--- config.mk ---
export PLATFORM = sky130hd
export DESIGN_NAME = arbitro_decodificador
export DESIGN_NICKNAME = d
export VERILOG_FILES = /design/src/rtl/arbitro_pkg.sv /design/src/rtl/arbitro_decodificador_rr_arbiter2.sv /design/src/rtl/arbitro_decodificador.sv
export SDC_FILE = /design/constraint.sdc
export NUM_CORES = 1
export LEC_CHECK = 0
export CAP_MARGIN = 20
export CORE_MARGIN = 2
export CORE_UTILIZATION = 44
export CTS_BUF_LIST = sky130_fd_sc_hd__clkbuf_4 sky130_fd_sc_hd__clkbuf_8 sky130_fd_sc_hd__clkbuf_16
export DETAILED_ROUTE_END_ITERATION = 10
export PLACE_DENSITY = 0.79
export RECOVER_POWER = 25
export SYNTH_ARGS = -nofsm -noshare
export SYNTH_HDL_FRONTEND = slang
export SYNTH_SLANG_ARGS = --single-unit
--- constraint.sdc ---
create_clock -name clk -period 2.2 [get_ports clk]
set_input_delay 0.22 -clock clk [delete_from_list [all_inputs] [get_ports clk]]
set_output_delay 0.22 -clock clk [all_outputs]
set_load 0.05 [all_outputs]
--- src/rtl/arbitro_pkg.sv ---
// rtl/arbitro_pkg.sv - shared constants for the two-requester Hamming decoder arbiter
package arbitro_pkg;

  // FSM state encoding
  localparam logic [1:0] IDLE  = 2'd0;
  localparam logic [1:0] ISSUE = 2'd1;
  localparam logic [1:0] WAIT  = 2'd2;
  localparam logic [1:0] RESP  = 2'd3;

  // Codeword and decoded nibble widths
  localparam int CW_W  = 7;
  localparam int NIB_W = 4;

endpackage

--- src/rtl/arbitro_decodificador_rr_arbiter2.sv ---
// rtl/arbitro_decodificador_rr_arbiter2.sv - two-input round-robin grant with last-grant memory
module rr_arbiter2 (
  input  logic clk,
  input  logic rst_n,
  input  logic i_valid0,
  input  logic i_valid1,
  input  logic i_accept,
  output logic o_grant0,
  output logic o_grant1
);

  // Requester that won the most recent accepted handshake; 1 so req0 wins the first tie
  logic r_last_grant;

  // Single valid wins outright; on a tie the requester not served last wins
  always_comb begin
    o_grant0 = 1'b0;
    o_grant1 = 1'b0;
    if (i_valid0 && i_valid1) begin
      o_grant0 = r_last_grant;
      o_grant1 = !r_last_grant;
    end else begin
      o_grant0 = i_valid0;
      o_grant1 = i_valid1;
    end
  end

  // Remember the winner only when the handshake actually completes
  always_ff @(posedge clk or negedge rst_n) begin
    if (!rst_n) begin
      r_last_grant <= 1'b1;
    end else if (i_accept) begin
      r_last_grant <= o_grant1;
    end
  end

endmodule

--- src/rtl/arbitro_decodificador.sv ---
// rtl/arbitro_decodificador.sv - shares one clocked Hamming(7,4) decoder between two requesters
module arbitro_decodificador
  import arbitro_pkg::*;
#(
  parameter int DEC_LAT = 2,
  parameter int CNT_W   = 8
) (
  input  logic             clk,
  input  logic             Reset,
  input  logic             req0_valid,
  input  logic [CW_W-1:0]  req0_data,
  output logic             req0_ready,
  input  logic             req1_valid,
  input  logic [CW_W-1:0]  req1_data,
  output logic             req1_ready,
  output logic [CW_W-1:0]  dec_entrada,
  output logic             dec_controle,
  input  logic [NIB_W-1:0] dec_saida,
  output logic             rsp_valid,
  input  logic             rsp_ready,
  output logic             rsp_id,
  output logic [NIB_W-1:0] rsp_data,
  output logic             busy,
  output logic [CNT_W-1:0] cnt0,
  output logic [CNT_W-1:0] cnt1
);

  localparam int LAT_W = $clog2(DEC_LAT + 1);

  logic [1:0]       r_state;
  logic [LAT_W-1:0] r_wait_cnt;
  logic [CW_W-1:0]  r_entrada;
  logic             r_rsp_id;
  logic [NIB_W-1:0] r_rsp_data;
  logic [CNT_W-1:0] r_cnt0;
  logic [CNT_W-1:0] r_cnt1;

  logic w_in_idle;
  logic w_grant0;
  logic w_grant1;
  logic w_acc0;
  logic w_acc1;
  logic w_accept;
  logic w_rsp_fire;

  rr_arbiter2 u_rr_arbiter2 (
    .clk      (clk),
    .rst_n    (Reset),
    .i_valid0 (req0_valid),
    .i_valid1 (req1_valid),
    .i_accept (w_accept),
    .o_grant0 (w_grant0),
    .o_grant1 (w_grant1)
  );

  // Ready is offered only in IDLE and only to the arbiter's pick
  always_comb begin
    w_in_idle  = (r_state == IDLE);
    req0_ready = w_in_idle && w_grant0;
    req1_ready = w_in_idle && w_grant1;
    w_acc0     = req0_ready && req0_valid;
    w_acc1     = req1_ready && req1_valid;
    w_accept   = w_acc0 || w_acc1;
    w_rsp_fire = (r_state == RESP) && rsp_ready;
  end

  // Sequence accept -> issue -> fixed-latency wait -> hold response until consumed
  always_ff @(posedge clk or negedge Reset) begin
    if (!Reset) begin
      r_state    <= IDLE;
      r_wait_cnt <= '0;
      r_entrada  <= '0;
      r_rsp_id   <= 1'b0;
      r_rsp_data <= '0;
    end else begin
      case (r_state)
        IDLE: begin
          if (w_accept) begin
            r_entrada <= w_acc1 ? req1_data : req0_data;
            r_rsp_id  <= w_acc1;
            r_state   <= ISSUE;
          end
        end
        ISSUE: begin
          r_wait_cnt <= LAT_W'(DEC_LAT);
          r_state    <= WAIT;
        end
        WAIT: begin
          r_wait_cnt <= r_wait_cnt - LAT_W'(1);
          if (r_wait_cnt == LAT_W'(1)) begin
            r_rsp_data <= dec_saida;
            r_state    <= RESP;
          end
        end
        default: begin
          if (rsp_ready) begin
            r_state <= IDLE;
          end
        end
      endcase
    end
  end

  // Saturating per-requester completion counters, bumped on response handshake
  always_ff @(posedge clk or negedge Reset) begin
    if (!Reset) begin
      r_cnt0 <= '0;
      r_cnt1 <= '0;
    end else if (w_rsp_fire) begin
      if (!r_rsp_id && (r_cnt0 != {CNT_W{1'b1}})) begin
        r_cnt0 <= r_cnt0 + {{(CNT_W-1){1'b0}}, 1'b1};
      end
      if (r_rsp_id && (r_cnt1 != {CNT_W{1'b1}})) begin
        r_cnt1 <= r_cnt1 + {{(CNT_W-1){1'b0}}, 1'b1};
      end
    end
  end

  // Output drive derived from registered state
  always_comb begin
    dec_entrada  = r_entrada;
    dec_controle = (r_state == ISSUE) || (r_state == WAIT);
    rsp_valid    = (r_state == RESP);
    rsp_id       = r_rsp_id;
    rsp_data     = r_rsp_data;
    busy         = (r_state != IDLE);
    cnt0         = r_cnt0;
    cnt1         = r_cnt1;
  end

endmodule

==> run_results.csv, run 1 <==
group,metric,value,unit
worst_setup_path,critPathMaxStageDelay,0.82,ns
worst_setup_path,cp-end-kind,"primary output",
routing,drc,0,
yosys,synthTopCellsByArea,"dfrtp_1, mux2_2, ha_1",
worst_setup_path,worst_ep_arrival_time,1.77,ns
worst_hold_path,min-delay-start,"dec_entrada[4]",
worst_setup_path,worst_setup_path_start_kind,"register",
timing,slew_headroom,-11.9,%
worst_setup_path,slowest_stage,"clkdlybuf4s50_1",
clocking,clock_sinks,33,
run_status,status,"finished, violations left",
die,ios,56,
finish,num_antenna_cells,0,
finish,design_area,0.00226,mm2
routing,drt_iter0_markers,64,
grt,grt_pass1_wl,5750,um
grt,overflow,0,
timing,post-route-period-util,90.2,%
routing,final_antenna_net_count,0,
worst_setup_path,cp_max_fo,4,
yosys,ys_types,33,
yosys,synth_top_area_share,51.2,%
placement,gp_congestion,0.802,
yosys,yosysTopAreaCell,"dfrtp_1",
yosys,ys_async_sr_fraction,100,%
clocking,cts.path.max_buffers,2,
grt,grt_pass1_vias,1254,
worst_setup_path,crit_required,1.98,ns
worst_setup_path,worstReg2RegStart,"cnt0[0]",
timing,timing.final.crit_period,1.99,ns
timing,max_freq,504,MHz
yosys,synth_seq_area_share,52.9,%
worst_setup_path,critical_path.startpoint,"r_state[1]",
routing,routedWlPerCell,14.0,um
placement,placed_area,0.00220,mm2
clocking,cts_hold_buf,0,
power_and_ir_drop,power.total,3.29,mW
grt,grt_max_degree,34,
grt,antenna_found_initial,0,
yosys,syn-mean-instance-area,11.7,um2
run,cap_violations,1,
finish,utilization,67.2,%
die,die-height,63.6,um
finish,final_nets,226,
timing,finClkSkew,0.0110,ns
worst_hold_path,hold_path_class,"register to register",
power_and_ir_drop,p_per_area,1450,mW/mm2
timing,hold_viol_final,0,
placement,pre_cts_ws,0.393,ns
run_status,violations,"capacitance limit, slew limit",
finish,syn_to_final_growth,44.7,%
power_and_ir_drop,ir_drop,0.760,mV
yosys,yosysWarnings,0,
timing,setup_slack,0.215,ns
placement,hpwl,2680,um
finish,fin_cells,244,
timing,rsz0062_at_grt,"no",
timing,slew_viol_final,34,
finish,drive_above_1_share,14.1,%
worst_setup_path,crit_chain,"ha_1, clkdlybuf4s50_1",
routing,via_per_inst,5.22,
clocking,ctsRootBufferMaster,"clkbuf_4",
power_and_ir_drop,p_leak,1.01,nW
timing,worstMarginPinSlew,1.68,ns
clocking,postCtsSetupRepairBufs,0,
clocking,insertion_delay,0.32,ns
grt,grt_util_all_layers,18.4,%
placement,placed_cells,236,
placement,port_buffers,55,
yosys,ys.flop_type,"dfrtp_1",
worst_setup_path,r2r_slack,0.45,ns
routing,first_pass_iters,4,
timing,fin_hold_ws,0.502,ns
yosys,syn_inst,134,
die,fp.dieW,63.6,um
timing,setup_viol,0,
yosys,yosysMostFrequentCell,"dfrtp_1",
die,core,0.00336,mm2
clocking,cts_tree,"done",
yosys,synth_fp_nets,163,
yosys,synth_common_cells,"dfrtp_1, inv_1, nand2_1",
die,initial_core_util,46.5,%
routing,wl,3420,um
worst_setup_path,crit_type,"register to primary output",
die,rows,21,
yosys,synth_edf_count,0,
clocking,clk_pin_slew,0.09,ns
routing,vias,1273,
timing,setup_tns,0,ns
die,die_area,0.00404,mm2
yosys,yosys_register_bits,33,
yosys,synth_area,0.00156,mm2
clocking,cts_buffers,5,
clocking,htreeDepth,2,
==> registers in the layout (all words and copies together) (netlist names) <==
register                    flops
rsp_id                          1
cnt1                            8
dec_entrada                     7
u_rr_arbiter2.r_last_grant      1
r_wait_cnt                      2
rsp_data                        4
r_state                         2
cnt0                            8
==> critical path, delay by kind of cell (launching register included) <==
| kind | cells | cell delay, ns |
|---|---|---|
| buffers and inverters | 1 | 0.82 |
| flip-flops | 1 | 0.40 |
| adder cells (fa/ha/maj) | 1 | 0.22 |
==> cells in the final DEF, fill, tap and decap left out, types with 3 or more instances in the layout <==
| cell type | n |
|---|---|
| a21oi_1 | 4 |
| mux2_2 | 8 |
| nand4_1 | 3 |
| nor2_1 | 8 |
| clkbuf_4 | 7 |
| xnor2_1 | 4 |
| clkdlybuf4s50_1 | 51 |
| o21ai_0 | 4 |
| a222oi_1 | 7 |
| ha_1 | 6 |
| nand3_1 | 3 |
| dfrtp_1 | 32 |
| and4_1 | 3 |
| nand2_1 | 11 |
| and3_1 | 3 |
| inv_1 | 14 |
==> layout make-up <==
type | count | area (um2)
repair buffers | 56 | 574
fillers | 276 | 1100
multi-input cells | 87 | 683
inverters | 14 | 52.6
clock buffers | 8 | 66.3
flip-flops and latches | 33 | 827
well taps | 46 | 57.6
==> timing repair <==
item | 4_1_cts | 5_1_grt
gates resized for setup | 0 | 1
endpoints found under the setup margin | 0 | 1
hold endpoints to repair | 0 | 0
==> routing by layer <==
| layer | wire [um] | vias to the layer above | part of all wire (%) | track usage, % |
|---|---|---|---|---|
| met2 | 1780 | 40 | 52 | 30.0 |
| met4 | 46 | 0 | 1.3 | 6.25 |
| met3 | 152 | 5 | 4.4 | 5.54 |
| met5 | 0 | - | 0 | 0 |
| li1 | - | 618 | - | - |
| met1 | 1450 | 610 | 42 | 23.1 |
==> cell families (layout without fill, tap and decap cells) <==
group                    Yosys count  count (layout)  synth area share (%)
flip-flops                        33              33                  52.9
buffers and inverters             14              78                  3.36
AO/OA/AOI/OAI                     27              27                  14.4
adder cells (fa/ha/maj)            6               6                  4.80
XOR/XNOR                           6               6                  3.36
multiplexers                      11              11                  7.77
AND/OR/NAND/NOR                   37              37                  13.4
==> path summary, 6_finish.rpt <==
kind	end	depth (start not counted)
worst max register to register	cnt0[1]	4
worst max-delay path	rsp_valid	2
min in group asynchronous	cnt1[5]	2
worst min-delay path	dec_entrada[4]	2
max in group asynchronous	rsp_data[1]	2
worst min register to register	dec_entrada[4]	2
==> power breakdown <==
group,leakage [nW],switching (mW),internal (mW)
clock network,0.0394,0.173,0.182
registers,0.410,0.206,0.832
logic,0.564,1.21,0.689
total,1.01,1.59,1.70
No activity file was read; power rests on OpenSTA's default activity.
==> run 2: changes to the inputs <==
--- a/config.mk
+++ b/config.mk
@@ -10,7 +10,7 @@
 export CORE_UTILIZATION = 44
 export CTS_BUF_LIST = sky130_fd_sc_hd__clkbuf_4 sky130_fd_sc_hd__clkbuf_8 sky130_fd_sc_hd__clkbuf_16
 export DETAILED_ROUTE_END_ITERATION = 10
-export PLACE_DENSITY = 0.79
+export PLACE_DENSITY_LB_ADDON = 0.25
 export RECOVER_POWER = 25
 export SYNTH_ARGS = -nofsm -noshare
 export SYNTH_HDL_FRONTEND = slang
==> run 2 against run 1 <==
Compared with the run above: the run now ends clean; register-to-register slack lost 0.04 ns; sequential share of layout area grew 0.061 points; critical path depth unchanged; combinational power about the same; flip-flop and latch count is the same; via count increased by 2.5%; clock-buffer cell count is the same; largest cell class unchanged.
==> run_results.csv, run 2 (synthesis gave the netlist of run 1 again) <==
group,metric,value,unit
clocking,cts_tree,"done",
clocking,cts.path.max_buffers,2,
timing,slew_headroom,46.2,%
timing,hold_viol_final,0,
clocking,cts_hold_buf,0,
finish,nFillCells,263,
routing,vias,1305,
die,initial_core_util,46.5,%
clocking,htreeDepth,2,
placement,placed_cells,236,
clocking,cts_buffers,5,
routing,drt_iter0_markers,68,
worst_setup_path,r2r_slack,0.41,ns
routing,drc,0,
placement,gp_congestion,0.764,
clocking,clock_sinks,33,
finish,syn_to_final_growth,44.4,%
timing,worstMarginPinSlew,0.808,ns
power_and_ir_drop,p_leak,1.01,nW
worst_setup_path,critPathMaxStageDelay,0.82,ns
worst_setup_path,r2r_end,"cnt0[1]",
timing,slew_viol_final,0,
clocking,ctsRootBufferMaster,"clkbuf_4",
finish,final_nets,226,
finish,mostFrequentLayoutCells,"clkdlybuf4s50_1, dfrtp_1, inv_1",
die,fp.dieW,63.6,um
finish,num_antenna_cells,0,
clocking,insertion_delay,0.33,ns
finish,fin_cells,244,
worst_setup_path,cp_max_fo,4,
grt,grt_util_all_layers,18.2,%
die,die_area,0.00404,mm2
worst_hold_path,hold_path_class,"primary input to async pin",
grt,grt_max_degree,34,
run,cap_violations,0,
routing,first_pass_iters,4,
run_status,status,"finished clean",
power_and_ir_drop,ir_drop,0.931,mV
timing,finClkSkew,0.00789,ns
worst_setup_path,cp-end-kind,"primary output",
timing,setup_viol,0,
worst_setup_path,r2r_cells,4,
timing,timing.final.crit_period,1.99,ns
die,rows,21,
placement,hpwl,2600,um
routing,via_per_inst,5.35,
power_and_ir_drop,p_per_area,1450,mW/mm2
timing,max_freq,504,MHz
finish,drive_above_1_share,14.1,%
die,ios,56,
worst_setup_path,worst_setup_path_start_kind,"register",
grt,antenna_found_initial,0,
routing,routedWlPerCell,14.0,um
timing,setup_tns,0,ns
worst_setup_path,crit_chain,"ha_1, clkdlybuf4s50_1",
routing,wl,3420,um
clocking,clk_pin_slew,0.10,ns
timing,rsz0062_at_grt,"no",
worst_setup_path,worst_ep_arrival_time,1.77,ns
routing,final_antenna_net_count,0,
worst_setup_path,crit_type,"register to primary output",
timing,post-route-period-util,90.3,%
die,die-height,63.6,um
grt,grt_pass1_wl,5710,um
placement,port_buffers,55,
worst_setup_path,slowest_stage,"clkdlybuf4s50_1",
finish,utilization,67.1,%
grt,overflow,0,
die,core,0.00336,mm2
worst_setup_path,worstReg2RegStart,"cnt0[0]",
finish,layout_commonest_cell,"clkdlybuf4s50_1",
worst_setup_path,crit_required,1.98,ns
grt,grt_pass1_vias,1277,
clocking,postCtsSetupRepairBufs,0,
## run 2: cell types whose count changed in the layout (fill, tap and decap cells not counted)
cell	change
clkbuf_1	-1
buf_4	-1
clkdlybuf4s50_1	-1
dlygate4sd2_1	+1
dlygate4sd3_1	+1
clkbuf_2	+1
clkbuf_8	-1
clkbuf_4	+1
## run 2: timing repair
| action | in CTS | in global routing |
|---|---|---|
| resized for setup | 1 | 1 |
| endpoints found under the setup margin | 1 | 1 |
| pin swaps | 0 | 0 |
## run 2: final cells by class
type	instances	area (um2)	share of cell area [%]
multi-input cells	87	683	30.3
inverters	14	52.6	2.33
clock buffers	8	60.1	2.66
flip-flops and latches	33	827	36.6
repair buffers	56	577	25.6
well taps	46	57.6	2.55
## run 2: metal layers
metal	vias up	wire (um)	GRT usage [%]
met4	0	51	8.97
met1	640	1390	21.5
met2	38	1780	30.8
met5	-	0	0
met3	5	203	4.64
li1	622	-	-
## run 2: how the worst max path moves through the flow
stage | startpoint | to | slack, ns | cells after the start
final | r_state[1] | rsp_valid | 0.21 | 2
after global routing | r_state[0] | req1_ready | 0.08 | 5
after CTS | r_state[0] | busy | 0.04 | 4
after detailed placement | r_state[1] | dec_controle | 0.35 | 3
after global placement | r_state[0] | dec_controle | 0.40 | 3
after floorplan | r_state[1] | cnt1[7] | 0.29 | 5
## run 2: critical path: cells and delay by family, from the launching register on
kind,cells,cell delay [ns]
buf+inv,1,0.82
flops,1,0.40
fa+ha+maj,1,0.22
## run 2: stage by stage
step	setup slack [ns]	hold WS [ns]	instance area, um2	total power [mW]
after floorplan	0.289	-0.0756	1560	2.31
after global placement	0.397	0.471	2200	2.91
after detailed placement	0.354	0.472	2200	2.96
after CTS	0.0388	0.282	2260	3.31
after global routing	0.0770	0.487	2260	3.46
final	0.214	0.479	2260	3.28
## run 2: where the power goes
part / total, mW / internal [mW] / switching, mW
logic: 1.88 / 0.683 / 1.20
registers: 1.03 / 0.832 / 0.203
clock network: 0.360 / 0.164 / 0.195
total: 3.28 / 1.68 / 1.60
==> run 3: changes to the inputs <==
--- a/config.mk
+++ b/config.mk
@@ -5,8 +5,7 @@
 export SDC_FILE = /design/constraint.sdc
 export NUM_CORES = 1
 export LEC_CHECK = 0
-export CAP_MARGIN = 20
-export CORE_MARGIN = 2
+export CAP_MARGIN = 10
 export CORE_UTILIZATION = 44
 export CTS_BUF_LIST = sky130_fd_sc_hd__clkbuf_4 sky130_fd_sc_hd__clkbuf_8 sky130_fd_sc_hd__clkbuf_16
 export DETAILED_ROUTE_END_ITERATION = 10
==> run 3 against run 2 <==
Compared with the run above: die area down 6.2%; critical endpoint is now req1_ready; wire length increased by 6.4%; cell area is 1.3% higher; first-iteration DRC count shrank 18%; fmax decreased by 2.8%.
==> run_results.csv, run 3 (synthesis gave the netlist of run 1 again) <==
group,metric,value,unit
run_status,status,"finished clean",
worst_setup_path,worst_ep_arrival_time,1.82,ns
timing,worstMarginPinSlew,0.800,ns
timing,max_freq,490,MHz
clocking,clock_sinks,33,
routing,drt_iter0_markers,56,
clocking,cts_tree,"done",
worst_setup_path,r2r_cells,4,
run,cap_violations,0,
grt,grtUsageMet3,6.51,%
clocking,ctsRootBufferMaster,"clkbuf_4",
power_and_ir_drop,power_frac_seq,30.2,%
grt,grt_pass1_wl,5760,um
power_and_ir_drop,p_per_area,1500,mW/mm2
grt,antenna_found_initial,0,
worst_hold_path,hold_path_class,"primary input to async pin",
routing,vias,1307,
power_and_ir_drop,power.switching,1.64,mW
power_and_ir_drop,comb_power_share,55.3,%
power_and_ir_drop,ir_drop,0.993,mV
timing,hold_viol_final,0,
die,rows,21,
worst_setup_path,worst_setup_path_start_kind,"register",
worst_setup_path,critPathMaxStageDelay,0.41,ns
power_and_ir_drop,p_int,1.80,mW
timing,finClkSkew,0.0105,ns
finish,nFillCells,278,
clocking,insertion_delay,0.35,ns
placement,hpwl,2620,um
worst_setup_path,critical_path.startpoint,"r_state[0]",
worst_setup_path,cp-end-kind,"primary output",
power_and_ir_drop,clkPwrFrac,14.5,%
die,die-height,61.6,um
clocking,postCtsSetupRepairBufs,0,
clocking,cts.path.max_buffers,2,
grt,grt_max_degree,34,
clocking,clk_pin_slew,0.11,ns
finish,ff_latch_area,827,um2
timing,slew_headroom,46.6,%
routing,final_antenna_net_count,0,
power_and_ir_drop,p_sw_share,47.7,%
routing,wl,3640,um
routing,via_per_inst,5.36,
grt,overflow,0,
timing,rsz0062_at_grt,"no",
power_and_ir_drop,power.total,3.44,mW
worst_setup_path,crit_type,"register to primary output",
worst_setup_path,cp_max_fo,9,
die,initial_core_util,46.5,%
routing,first_pass_iters,6,
finish,final_nets,226,
worst_setup_path,crit_chain,"inv_1, ha_1, nand2_1, a21oi_2, buf_12",
routing,drc,0,
grt,use_met2,37.0,%
timing,slew_viol_final,0,
finish,num_antenna_cells,0,
finish,multiInputGateArea,683,um2
die,die_area,0.00379,mm2
timing,setup_viol,0,
timing,timing.final.crit_period,2.04,ns
grt,grt-busiest-layer,"met2",
grt,met1_usage,24.8,%
placement,gp_congestion,0.748,
clocking,cts_buffers,5,
worst_setup_path,crit_required,1.98,ns
die,ios,56,
clocking,htreeDepth,2,
worst_setup_path,r2r_end,"cnt0[1]",
die,fp.dieW,61.6,um
grt,grt_pass1_vias,1261,
worst_setup_path,slowest_stage,"dfrtp_1",
worst_setup_path,r2r_slack,0.42,ns
timing,post-route-period-util,92.8,%
finish,drive_above_1_share,14.1,%
die,core,0.00336,mm2
placement,port_buffers,55,
grt,grt_util_all_layers,21.6,%
finish,syn_to_final_growth,46.3,%
power_and_ir_drop,p_leak,1.03,nW
finish,mostFrequentLayoutCells,"clkdlybuf4s50_1, dfrtp_1, inv_1",
finish,layout_commonest_cell,"clkdlybuf4s50_1",
timing,setup_tns,0,ns
worst_setup_path,worstReg2RegStart,"cnt0[0]",
routing,routedWlPerCell,14.9,um
[run 3: power groups by stage]
stage          combinational (mW)  clock, mW  sequential, mW
6_report                     1.90      0.500            1.04
5_1_grt                      2.01      0.535            1.07
4_1_cts                      1.92      0.504            1.04
3_5_place_dp                 1.93          0            1.05
3_3_place_gp                 1.88          0            1.03
2_1_floorplan               0.686          0            1.62
[run 3: worst max-delay path by stage]
stage                        end  slack [ns]  depth (start not counted)
floorplan                cnt1[7]        0.29                          5
global placement    dec_controle        0.40                          3
detailed placement  dec_controle        0.35                          3
CTS                         busy       0.006                          4
global route          req0_ready        0.02                          5
finish                req1_ready        0.16                          5
[run 3: routing by layer]
layer / wire, um / vias to the layer above
met5: 0 / -
met4: 53 / 0
met3: 166 / 7
met2: 1890 / 40
met1: 1540 / 641
li1: - / 619
[run 3: layout make-up]
type | count | share of cell area, %
multi-input combinational | 87 | 29.9
clock inverter | 1 | 1.31
clock buffer | 7 | 2.57
inverter | 14 | 2.30
tap | 46 | 2.52
timing repair buffer | 56 | 25.2
sequential | 33 | 36.2
[run 3: per-stage QoR]
stage / cells / setup slack (ns) / instance area (um2) / util [%] / hold WS, ns
2_1_floorplan: 134 / 0.289 / 1560 / - / -0.0756
3_3_place_gp: 236 / 0.401 / 2200 / 65.4 / 0.471
3_5_place_dp: 236 / 0.351 / 2200 / 65.4 / 0.476
4_1_cts: 244 / 0.00614 / 2290 / 68.0 / 0.276
5_1_grt: 244 / 0.0189 / 2290 / 68.0 / 0.491
6_report: 244 / 0.158 / 2290 / 68.0 / 0.481
[run 3: worst max-delay path, delay by kind of cell (launching register included)]
family / cells / cell delay (ns)
DFF: 1 / 0.41
buffers and inverters: 2 / 0.29
AOI/OAI and AO/OA: 1 / 0.41
adders and majority gates: 1 / 0.24
and+or+nand+nor: 1 / 0.11
[run 3: what timing repair did]
action / in CTS / in global routing
resized for setup: 1 / 1
endpoints found under the hold margin: 0 / 0
setup endpoints to repair: 1 / 1
hold buffers: 0 / 0
